==> config.mk <==
export PLATFORM = sky130hd
export DESIGN_NAME = result_bcd_converter
export DESIGN_NICKNAME = d
export VERILOG_FILES = /design/src/rtl/result_bcd_converter.sv
export SDC_FILE = /design/constraint.sdc
export NUM_CORES = 1
export LEC_CHECK = 0
export CAP_MARGIN = 20
export CORE_MARGIN = 4
export CORE_UTILIZATION = 48
export DETAILED_ROUTE_END_ITERATION = 10
export PLACE_DENSITY = 0.75
export SYNTH_ARGS = -nofsm -noshare
export SYNTH_HDL_FRONTEND = slang
export SYNTH_SLANG_ARGS = --single-unit
==> constraint.sdc <==
create_clock -name clk -period 1.74 [get_ports clk]
set_clock_uncertainty 0.1 [all_clocks]
set_input_delay 0.348 -clock clk [delete_from_list [all_inputs] [get_ports clk]]
set_output_delay 0.348 -clock clk [all_outputs]
set_load 0.01 [all_outputs]
==> src/rtl/result_bcd_converter.sv <==
// Bit-serial binary-to-BCD (double-dabble) converter behind the ALU: one bit per clock, done W+1 edges after start.
// Starts arriving while busy are dropped, not queued; abort cancels a conversion without touching bcd/ndigits.
module result_bcd_converter #(
  parameter int inSize = 4,
  parameter int DIGITS = 3
) (
  input  logic                            clk,
  input  logic                            rst,
  input  logic                            start,
  input  logic                            abort,
  input  logic [2*inSize-1:0]             value,
  output logic                            busy,
  output logic                            done,
  output logic [4*DIGITS-1:0]             bcd,
  output logic [$clog2(DIGITS+1)-1:0]     ndigits
);

  localparam int W  = 2*inSize;
  localparam int BW = 4*DIGITS;
  localparam int CW = $clog2(W+1);
  localparam int NW = $clog2(DIGITS+1);

  function automatic longint pow10(input int n);
    longint p;
    p = 1;
    for (int i = 0; i < n; i++) p = p * 10;
    return p;
  endfunction

  // The digit field must hold the largest W-bit value.
  if (pow10(DIGITS) <= (longint'(1) << W) - 1) begin : g_digits_chk
    $error("result_bcd_converter: DIGITS too small for 2*inSize-bit input");
  end

  typedef enum logic {IDLE, SHIFT} state_t;

  state_t          state, state_n;
  logic [W-1:0]    bin, bin_n;
  logic [BW-1:0]   scratch, scratch_n;
  logic [CW-1:0]   cnt, cnt_n;
  logic [BW-1:0]   bcd_n;
  logic [NW-1:0]   ndigits_n;
  logic            done_n;

  logic [BW-1:0]   adjusted;
  logic [BW+W-1:0] shifted;
  logic [NW-1:0]   nd_calc;

  always_comb begin
    adjusted = scratch;
    for (int i = 0; i < DIGITS; i++) begin
      if (scratch[4*i +: 4] >= 4'd5) adjusted[4*i +: 4] = scratch[4*i +: 4] + 4'd3;
    end
    shifted = {adjusted, bin} << 1;
    nd_calc = NW'(1);
    for (int i = 0; i < DIGITS; i++) begin
      if (shifted[W + 4*i +: 4] != 4'd0) nd_calc = NW'(i + 1);
    end
  end

  always_comb begin
    state_n   = state;
    bin_n     = bin;
    scratch_n = scratch;
    cnt_n     = cnt;
    bcd_n     = bcd;
    ndigits_n = ndigits;
    done_n    = 1'b0;
    case (state)
      IDLE: begin
        if (start) begin
          bin_n     = value;
          scratch_n = '0;
          cnt_n     = '0;
          state_n   = SHIFT;
        end
      end
      SHIFT: begin
        if (abort) begin
          state_n = IDLE;
        end else begin
          scratch_n = shifted[BW+W-1:W];
          bin_n     = shifted[W-1:0];
          cnt_n     = cnt + CW'(1);
          // Final iteration publishes the freshly shifted scratch, not the stale register.
          if (cnt == CW'(W-1)) begin
            bcd_n     = shifted[BW+W-1:W];
            ndigits_n = nd_calc;
            done_n    = 1'b1;
            state_n   = IDLE;
          end
        end
      end
      default: state_n = IDLE;
    endcase
  end

  always_ff @(posedge clk or negedge rst) begin
    if (!rst) begin
      state   <= IDLE;
      bin     <= '0;
      scratch <= '0;
      cnt     <= '0;
      bcd     <= '0;
      ndigits <= NW'(1);
      done    <= 1'b0;
    end else begin
      state   <= state_n;
      bin     <= bin_n;
      scratch <= scratch_n;
      cnt     <= cnt_n;
      bcd     <= bcd_n;
      ndigits <= ndigits_n;
      done    <= done_n;
    end
  end

  assign busy = (state == SHIFT);

endmodule

# --- Word-level counts from Yosys, hierarchy flattened ---
# Index checks and enable logic that the tools add are counted.
# W data, S select, Z words.
word_totals:
  input_bits: 12
  regBits: 40
  output_inout_bits: 16
  memories: 0
  rom_bits: 0
  latch_bits: 0
  ramBits: 0
op_classes:
  div_mod_pow: 0
  n_mul: 0
  reduce_logical: 4
  addsub: 4
  eq_ne: 3
  order_cmp: 3
  n_shift: 0
  bitwise_logic: 2
  n_mux: 21
op_table:
  columns: ["operator", "n"]
  rows:
  - ["$mux W12", 2]
  - ["$pmux W12 S2", 1]
  - ["$mux W4", 4]
  - ["$mux W8", 2]
  - ["$pmux W8 S2", 1]
  - ["$ge A4 B3 Y1 const B", 3]
  - ["$add A4 B2 Y4 const B", 2]
  - ["$pmux W4 S2", 1]
  - ["$reduce_bool A4 Y1", 2]
  - ["$mux W1", 6]
  - ["$add A4 B1 Y4 const B", 1]
  - ["$eq A4 B3 Y1 const B", 1]
  - ["$mux W2", 2]
  - ["$ne A2 B2 Y1 const B", 2]
  - ["$add A3 B2 Y3 const B", 1]
  - ["$mux W3", 1]
  - ["$reduce_and A3 Y1", 1]
  - ["$not A1 Y1", 2]
  - ["$pmux W1 S2", 1]
  - ["$reduce_and A2 Y1", 1]

# --- Depth between registers and ports, before layout ---
# Gate-level depths: netlist of run 1.
depth:
  depth_word: 5
  ltp_mapped: 7
  ltp_nobuf: 7

# --- Worst setup path before layout of run 1 ---
# No wires, ideal clock.
synth_path:
  path_type: "reg2reg"
  startpoint: "register scratch[8]"
  endpoint: "register ndigits[1]"
  t_required_ns: 1.519
  arrival_ns: 1.459
  path_slack_ns: 0.060
  setup_ns: 0.121
  path_stages_with_launch: 7
  synth_period_minus_slack_ns: 1.680
  path_cell_list: "dfrtp_1 > ha_1 > nand2b_1 > a21oi_2 > mux2i_1 > nand4_2 > o22a_1"
synth_via:
  elab_chain_cells: 4
synth_rtl:
  columns: ["item", "line", "source"]
  rows:
  - ["from (decl)", "39", "logic [BW-1:0] scratch, scratch_n;"]
  - ["from (signal assigned)", "110", "scratch <= scratch_n;"]
  - ["$ge A4 B3 Y1 or $add A3 B2 Y3 (tied branches)", "52", "if (scratch[4*i +: 4] >= 4'd5) adjusted[4*i +: 4] = scratch[4*i +: 4] + 4'd3;"]
  - ["$mux W3 (*)", "52", null]
  - ["$reduce_bool A4 Y1 (*)", "57", "if (shifted[W + 4*i +: 4] != 4'd0) nd_calc = NW'(i + 1);"]
  - ["$mux W2 (*)", "57", null]
  - ["to (signal assigned)", "113", "ndigits <= ndigits_n;"]
  - ["to (decl)", "15", "output logic [$clog2(DIGITS+1)-1:0] ndigits"]
# Mark *: on every way between the ends. The rest lies on a longest branch, timed or not.
# A chain may end at the register's enable or synchronous reset.

# --- Worst setup path in the final report of run 1 ---
layout_path:
  startpoint: "register state, in the netlist busy"
  endpoint: "output port busy"
layout_lines:
  columns: ["item", "line", "source"]
  rows:
  - ["from (decl)", "37", "state_t state, state_n;"]
  - ["from (signal assigned)", "108", "state <= state_n;"]
  - ["to (decl)", "12", "output logic busy,"]
# No word-level cell between the ends.

==> results.toml, run 1 <==
[clock_network]
clockBufferDepth = 2
insertion_delay_ns = 0.29
cts_tree = "yes"
numClockSinks = 40
h-tree-depth = 2
clk_pin_slew_ns = 0.08
clockRootBuffer = "clkbuf_8"
cts_inserted_buffers = 5

[logic_synthesis]
yosysTopAreaCellShare_pct = 50.98
synth_enable_flop_cells = 0
yosysSeqAreaShare_pct = 52.35
synth_most_common_cell = "dfrtp_1"
syn_avg_cell_area_sq_um = 11.00
async_reset_ff_share_pct = 100.0
syn_nets = 193
ys_top_cells_by_count = "dfrtp_1 (39), nand2_1 (26), a21oi_1 (9), a22o_1 (9), o21ai_0 (8)"
synth_cell_types = 35
yosysWarnings = 0
yosys.area.top_type = "dfrtp_1"
syn_area_sq_um = 1914
syn_inst = 174
synth_area_leaders = "dfrtp_1 (51%), nand2_1 (5.1%), ha_1 (4.6%)"
synth_flop_cell = "dfrtp_1"
ys_seq_elements = 40

[routing]
wl_mm = 4.060
via_count = 1461
drt-wirelength-per-cell_um = 14.87
ant_nets = 0
drtPass1Iterations = 4
drc = 0
vias_per_cell = 5.352
drt_iter0_drc = 60

[placed_design]
dpl_cell_area_sq_um = 2361
hpwl_mm = 2.859
port_buffers = 27
gp_congestion = 0.8009

[die]
rows = 22
die_area_sq_um = 5062
die_w_um = 71.15
ios = 28
core_sq_um = 3744
chipHeight_um = 71.15
initial_core_util_pct = 51.14

[layout]
fin_nets = 243
fillerInstances = 297
fin_area_sq_um = 2546
diodes = 0
drive_gt1_share_pct = 28.00
synthToLayoutAreaGrowth_pct = 33.01

[critical_path]
cp.depth = 1
required_ns = 1.29
cp-end-kind = "output port"
reg2regPathDepth = 6
cp-start-kind = "flip-flop"
cp.arrival_ns = 1.23
path_max_fanout = 6
crit_slowest_cell = "clkdlybuf4s50_1"
cp.buffers_inverters = 1
slowest_delay_ns = 0.55
cp_top_family = "buffers and inverters"
crit_chain = "clkdlybuf4s50_1"
path_class = "flip-flop to output port"

[global_routing]
grt-ovfl-total = 0
grt_pass1_wl_mm = 6.955
grt_use_total_pct = 17.43
grt_max_degree = 41
antenna_found_initial = 0
grt_pass1_vias = 1564

[timing]
max_freq_mhz = 594.2
finalHoldViolations = 0
setup_viol = 0
post-route-min-period_ns = 1.683
setup_tns_ns = 0
drv_slew = 0
finalCritPeriodShare_pct = 96.71
slew-limit-headroom_pct = 66.17
worstMarginPinSlew_ns = 0.5075

[power_and_ir_drop]
p_leak_nw = 1.187
ir_drop_mv = 0.5588
p_per_area_nw_per_um2 = 938.1

[job]
maxCapViolCount = 0

[run_status]
outcome = "finished, final reports clean"

[worst_hold_path]
hold_path_class = "input pin to asynchronous set/reset pin"
## area by class of cell
type / count / area [sq um] / area share [%]
clock buffers: 6 / 82.58 / 3.243
clock inverters: 2 / 10.01 / 0.3931
inverters: 6 / 22.52 / 0.8845
multi-input cells: 121 / 904.6 / 35.53
flip-flops and latches: 40 / 1005 / 39.46
well taps: 48 / 60.06 / 2.359
repair buffers: 50 / 461.7 / 18.13
## registers in the layout (all words and copies together), names as in the netlist
name	count
bcd	12
cnt	4
bin	8
ndigits	2
busy	1
scratch	12
done	1
## path summary, 6_finish.rpt
path	to	slack (ns)	from
setup / recovery	busy	0.06	busy
hold reg to reg	bin[1]	0.38	bin[1]
max in group asynchronous	busy	1.15	rst
min in group clk	bin[1]	0.38	bin[1]
setup reg to reg	ndigits[1]	0.07	scratch[8]
hold / removal	bcd[8]	0.005	rst
## cell usage in the layout, fill, tap and decap left out, drive strengths merged
| cell | n |
|---|---|
| dfstp | 1 |
| nor3 | 3 |
| xnor2 | 4 |
| o22a | 2 |
| clkinv | 2 |
| o21ai | 10 |
| and3 | 1 |
| nand2 | 26 |
| nor2b | 1 |
| dfrtp | 39 |
| nand3 | 3 |
| inv | 6 |
| nor2 | 7 |
| clkdlybuf4s50 | 25 |
| buf | 24 |
| a21oi | 13 |
| and2b | 1 |
| nand4 | 2 |
| dlygate4sd2 | 1 |
| ha | 7 |
| clkbuf | 6 |
| a22o | 9 |
| nand2b | 7 |
| mux2i | 5 |
| xor2 | 1 |
| a22oi | 7 |
| mux2 | 7 |
| nor3b | 5 |
## metal layers
layer | vias up | global-route usage, % | wire, um
met2 | 33 | 29.49 | 2047
met4 | 0 | 6.472 | 36
met3 | 4 | 5.540 | 214
li1 | 711 | - | -
met5 | - | 0 | 0
met1 | 713 | 20.64 | 1762
## report_power, final
group	total, mW	internal [mW]	leakage [nW]	switching (mW)
clock network	0.641	0.317	0.0510	0.324
registers	1.17	1.06	0.534	0.111
logic	0.580	0.301	0.603	0.279
## per-stage QoR
stage          hold WS [ns]  total power [mW]  std cells  utilization [%]  setup slack [ns]
2_1_floorplan      -0.04759             1.487        174                -           0.05977
3_3_place_gp         0.3263             1.700        260            63.07          -0.09571
3_5_place_dp         0.3382             1.738        260            63.07           -0.1371
4_1_cts             0.02132             2.382        268            65.61          0.007858
5_1_grt             0.04641             2.539        273            68.01        -0.0004763
6_report           0.005185             2.389        273            68.01           0.05716
## worst reg2reg max path, stage by stage, from the launching register on
cell and delay [ns]:
dfrtp_1 0.42, ha_2 0.19, nand2b_4 0.14, a21oi_4 0.14, mux2i_2 0.26, nand4_2 0.11, o22a_1 0.20
## cells by family after synthesis
group                      share of synthesized area [%]
adders and majority gates                          4.575
xor gates and xnor gates                           2.287
AOI/OAI and AO/OA                                  15.16
buffers and inverters                              3.202
and+or+nand+nor                                    15.69
DFF                                                52.35
muxes                                              6.732
## timing repair
item / CTS / global route
setup buffers: 0 / 5
setup endpoints to repair: 3 / 10
resized for setup: 4 / 13
pin swaps: 0 / 6
hold buffers: 0 / 0
(Power assumes the default switching activity.)
==> inputs of run 2 (changes only) <==
- CORE_UTILIZATION: 48 -> 50
- CTS_BUF_LIST: not set -> sky130_fd_sc_hd__clkbuf_4 sky130_fd_sc_hd__clkbuf_8
- CTS_CLUSTER_SIZE: not set -> 30
- PLACE_DENSITY: 0.75 -> 0.77
==> run 2 against run 1 <==
Final area increased by 0.84%. Power increased by 1.3%. Sequential share of layout area decreased by 0.33 points. Largest power group unchanged. Highest routed layer unchanged.
==> results.toml, run 2 (synthesis gave the netlist of run 1 again) <==
[power_and_ir_drop]
netSwitchingFraction_pct = 28.27
cell_internal_pwr_mw = 1.735
clkPwrFrac_pct = 26.9
power.switching_uw = 684.1
p_leak_nw = 1.192
p_per_area_nw_per_um2 = 942.4
ir_drop_mv = 0.6314
power_mw = 2.420
comb_power_share_pct = 25.2
seqPwrFrac_pct = 47.9

[timing]
hold-worst-slack_ns = 0.3803
drv_slew = 0
finalCritPeriodShare_pct = 97.03
rsz0062_at_grt = "true"
max_freq_mhz = 592.3
setup_viol = 0
post-route-min-period_ns = 1.688
worstMarginPinSlew_ns = 0.2987
slew-limit-headroom_pct = 80.09
setup_tns_ns = 0
finalHoldViolations = 0
finalWorstSetupSlack_ns = 0.05163

[critical_path]
reg2regPathDepth = 7
required_ns = 1.82
r2r_slack_ns = 0.05
cp.arrival_ns = 1.77
rr_startpoint = "scratch[9]"
cp.depth = 7
slowest_delay_ns = 0.36
crit_chain = "inv_2, ha_2, nand2b_4, a21oi_4, mux2i_2, nand4_2, o22a_1"
path_max_fanout = 4
cp-start-kind = "flip-flop"
cp.buffers_inverters = 1
r2r-end = "ndigits[1]"
path_class = "flip-flop to flip-flop"
cp_top_family = "flip-flops"
crit_slowest_cell = "dfrtp_1"
cp-end-kind = "flip-flop"

[clock_network]
clockBufferDepth = 2
cts_inserted_buffers = 5
clk_pin_slew_ns = 0.07
insertion_delay_ns = 0.29
cts_tree = "yes"
numClockSinks = 40
h-tree-depth = 2
clockRootBuffer = "clkbuf_8"

[die]
rows = 22
die_w_um = 69.88
core_sq_um = 3689
chipHeight_um = 69.88
ios = 28
initial_core_util_pct = 51.90
die_area_sq_um = 4883

[routing]
vias_per_cell = 5.291
via_count = 1455
drt-wirelength-per-cell_um = 13.65
drt_iter0_drc = 55
wl_mm = 3.754
ant_nets = 0
drtPass1Iterations = 4
drc = 0

[global_routing]
grt_use_total_pct = 16.04
grt_max_degree = 41
grt_pass1_wl_mm = 6.389
grt-ovfl-total = 0
grt_pass1_vias = 1451
antenna_found_initial = 0

[layout]
fin_nets = 245
postLayoutCoreUtil_pct = 69.61
finalNonFillerCells = 275
final_common_cell = "dfrtp_1"
reg_top3 = "bcd (12), scratch (12), bin (8)"
fin_area_sq_um = 2567
fillerInstances = 265
multi_input_area_sq_um = 903.4
mostFrequentLayoutCells = "dfrtp_1 (37), nand2_1 (26), clkdlybuf4s50_1 (25)"
synthToLayoutAreaGrowth_pct = 34.12
diodes = 0
drive_gt1_share_pct = 27.75
seq_area_sq_um = 1005

[worst_hold_path]
hold_end = "bin[3]"
hp-start = "bin[3]"
min_path_cells = 2
hold_path_class = "flip-flop to flip-flop"

[run_status]
outcome = "finished, final reports clean"

[job]
maxCapViolCount = 0

[placed_design]
dp_cells = 259
dpl_cell_area_sq_um = 2354
dp_worst_setup_slack_ns = -0.1271
gp_congestion = 0.8701
port_buffers = 27
hpwl_mm = 2.713
run 2: changes by cell type in the layout (fill, tap and decap cells not counted), sizes merged:
cell,change
dlygate4sd3,+1
clkbuf,+2
clkinv,-2
buf,+1
run 2: power groups by stage:
stage,Combinational [mW],Sequential (mW),Clock (mW)
after floorplan,0.314,1.17,0
after global placement,0.518,1.17,0
after detailed placement,0.539,1.18,0
after CTS,0.544,1.17,0.671
after global routing,0.680,1.17,0.711
final,0.609,1.16,0.651
run 2: worst max path at each step:
stage | from | end | slack, ns
finish | scratch[9] | ndigits[1] | 0.05
global route | scratch[9] | ndigits[1] | -0.03
CTS | scratch[8] | ndigits[1] | 0.007
detailed placement | abort | bcd[5] | -0.13
global placement | abort | bcd[1] | -0.09
floorplan | scratch[8] | ndigits[1] | 0.06
run 2: what timing repair did:
action,in CTS,in global routing
gates resized for setup,4,12
hold endpoints to repair,39,0
hold buffers,1,0
setup endpoints to repair,4,9
setup buffers,1,6
pin swaps,1,6
run 2: routing by layer:
metal / track usage, % / vias up / share of wire [%]
li1: - / 712 / -
met1: 19.14 / 709 / 43
met2: 28.02 / 27 / 51
met3: 4.029 / 7 / 4.5
met4: 5.532 / 0 / 1.6
met5: 0 / - / 0
run 2: worst reg2reg max path: cells and delay by family (launching register included):
family                   cells  cell delay (ns)
AO/OA/AOI/OAI                2             0.37
multiplexers                 1             0.24
adder cells (fa/ha/maj)      1             0.18
buffers and inverters        1             0.07
AND/OR/NAND/NOR              2             0.25
flip-flops                   1             0.36
run 2: layout make-up:
class / instances / share of cell area, %
Multi-Input combinational cell: 121 / 35.19
Tap cell: 48 / 2.339
Timing Repair Buffer: 52 / 18.66
Sequential cell: 40 / 39.13
Clock buffer: 8 / 3.801
Inverter: 6 / 0.8772
==> inputs of run 3 (changes only) <==
- CORE_UTILIZATION: 50 -> 58
- PLACE_DENSITY: 0.77 -> 0.84
- clock period: 1.74 -> 2.1 ns (I/O delays scaled with it)
==> run 3 against run 2 <==
Sequential share of layout area rose by 4.0 points. Core utilization rose by 5.2 points. Power fell by 26%. Critical path type is now flip-flop to output port. Critical endpoint is now ndigits[0]. Global-route usage rose by 3.7 points.
==> results.toml, run 3 (synthesis gave the netlist of run 1 again) <==
[run_status]
outcome = "finished, final reports clean"

[power_and_ir_drop]
seqPwrFrac_pct = 54.3
clkPwrFrac_pct = 22.5
comb_power_share_pct = 23.2
p_per_area_nw_per_um2 = 767.2
netSwitchingFraction_pct = 30.26
ir_drop_mv = 0.6013
p_leak_nw = 1.092
power.switching_uw = 539.1
cell_internal_pwr_mw = 1.243
power_mw = 1.782

[layout]
mostFrequentLayoutCells = "dfrtp_1 (39), nand2_1 (26), clkdlybuf4s50_1 (26)"
multi_input_area_sq_um = 850.8
final_common_cell = "dfrtp_1"
fin_nets = 227
fillerInstances = 259
finalNonFillerCells = 253
seq_area_sq_um = 1002
diodes = 0
fin_area_sq_um = 2322
synthToLayoutAreaGrowth_pct = 21.31
postLayoutCoreUtil_pct = 74.84
drive_gt1_share_pct = 16.27
reg_top3 = "bcd (12), scratch (12), bin (8)"

[die]
rows = 20
ios = 28
core_sq_um = 3103
die_w_um = 65.45
initial_core_util_pct = 61.69
die_area_sq_um = 4284
chipHeight_um = 65.45

[critical_path]
crit_slowest_cell = "dfstp_2"
path_max_fanout = 2
cp_top_family = "flip-flops"
required_ns = 1.58
path_class = "flip-flop to output port"
crit_chain = "clkdlybuf4s50_1"
cp.buffers_inverters = 1
cp-end-kind = "output port"
cp.arrival_ns = 1.43
cp-start-kind = "flip-flop"
slowest_delay_ns = 0.55

[timing]
setup_viol = 0
slew-limit-headroom_pct = 67.55
finalHoldViolations = 0
rsz0062_at_grt = "false"
drv_slew = 0
hold-worst-slack_ns = 0.01030
post-route-min-period_ns = 1.947
max_freq_mhz = 513.7
worstMarginPinSlew_ns = 0.4867
finalWorstSetupSlack_ns = 0.1534
setup_tns_ns = 0
finalCritPeriodShare_pct = 92.69

[clock_network]
post_cts_buffers = 0
holdBufCountCts = 0
cts_inserted_buffers = 5
numClockSinks = 40
clockBufferDepth = 2
clk_pin_slew_ns = 0.11
cts_tree = "yes"
cts_resized = 0
insertion_delay_ns = 0.35
h-tree-depth = 2
clockRootBuffer = "clkbuf_4"

[global_routing]
grt_pass1_vias = 1424
grt_pass1_wl_mm = 6.361
grt-ovfl-total = 0
grt_use_total_pct = 19.76
antenna_found_initial = 0
grt_max_degree = 41

[placed_design]
dp_worst_setup_slack_ns = 0.1069
dp_cells = 245
gp_congestion = 0.8288
port_buffers = 27
dpl_cell_area_sq_um = 2261
hpwl_mm = 2.600

[routing]
via_count = 1401
drc = 0
vias_per_cell = 5.538
ant_nets = 0
drtPass1Iterations = 4
wl_mm = 3.503
drt_iter0_drc = 55
drt-wirelength-per-cell_um = 13.85

[job]
maxCapViolCount = 0

[worst_hold_path]
hold_path_class = "input pin to asynchronous set/reset pin"
[run 3: power by group through the flow]
stage          Sequential (mW)  Clock, mW  Combinational (mW)
2_1_floorplan            0.972          0               0.260
3_3_place_gp             0.974          0               0.403
3_5_place_dp             0.983          0               0.417
4_1_cts                  0.968      0.417               0.420
5_1_grt                  0.983      0.459               0.468
6_report                 0.967      0.401               0.414
[run 3: layout make-up]
class | instances | share of cell area [%]
Sequential cell | 40 | 43.16
Multi-Input combinational cell | 121 | 36.64
Timing Repair Buffer | 34 | 14.22
Tap cell | 44 | 2.371
Clock buffer | 6 | 2.209
Inverter | 6 | 0.9698
Clock inverter | 2 | 0.4310
[run 3: worst paths after layout]
check                      startpoint          to  slack [ns]  cells after the start
min reg2reg                    bin[2]      bin[2]        0.39                      2
min in group clk               bin[2]      bin[2]        0.39                      2
max reg2reg                scratch[4]  ndigits[1]        0.23                      7
max in group asynchronous         rst  ndigits[0]        1.53                      2
max                        ndigits[0]  ndigits[0]        0.15                      1
min                               rst  scratch[7]        0.01                      2
[run 3: per-layer routing]
metal | GRT usage [%] | routed length, um
met1 | 22.29 | 1467
met2 | 34.64 | 1823
met3 | 6.325 | 157
met4 | 7.513 | 55
met5 | 0 | 0
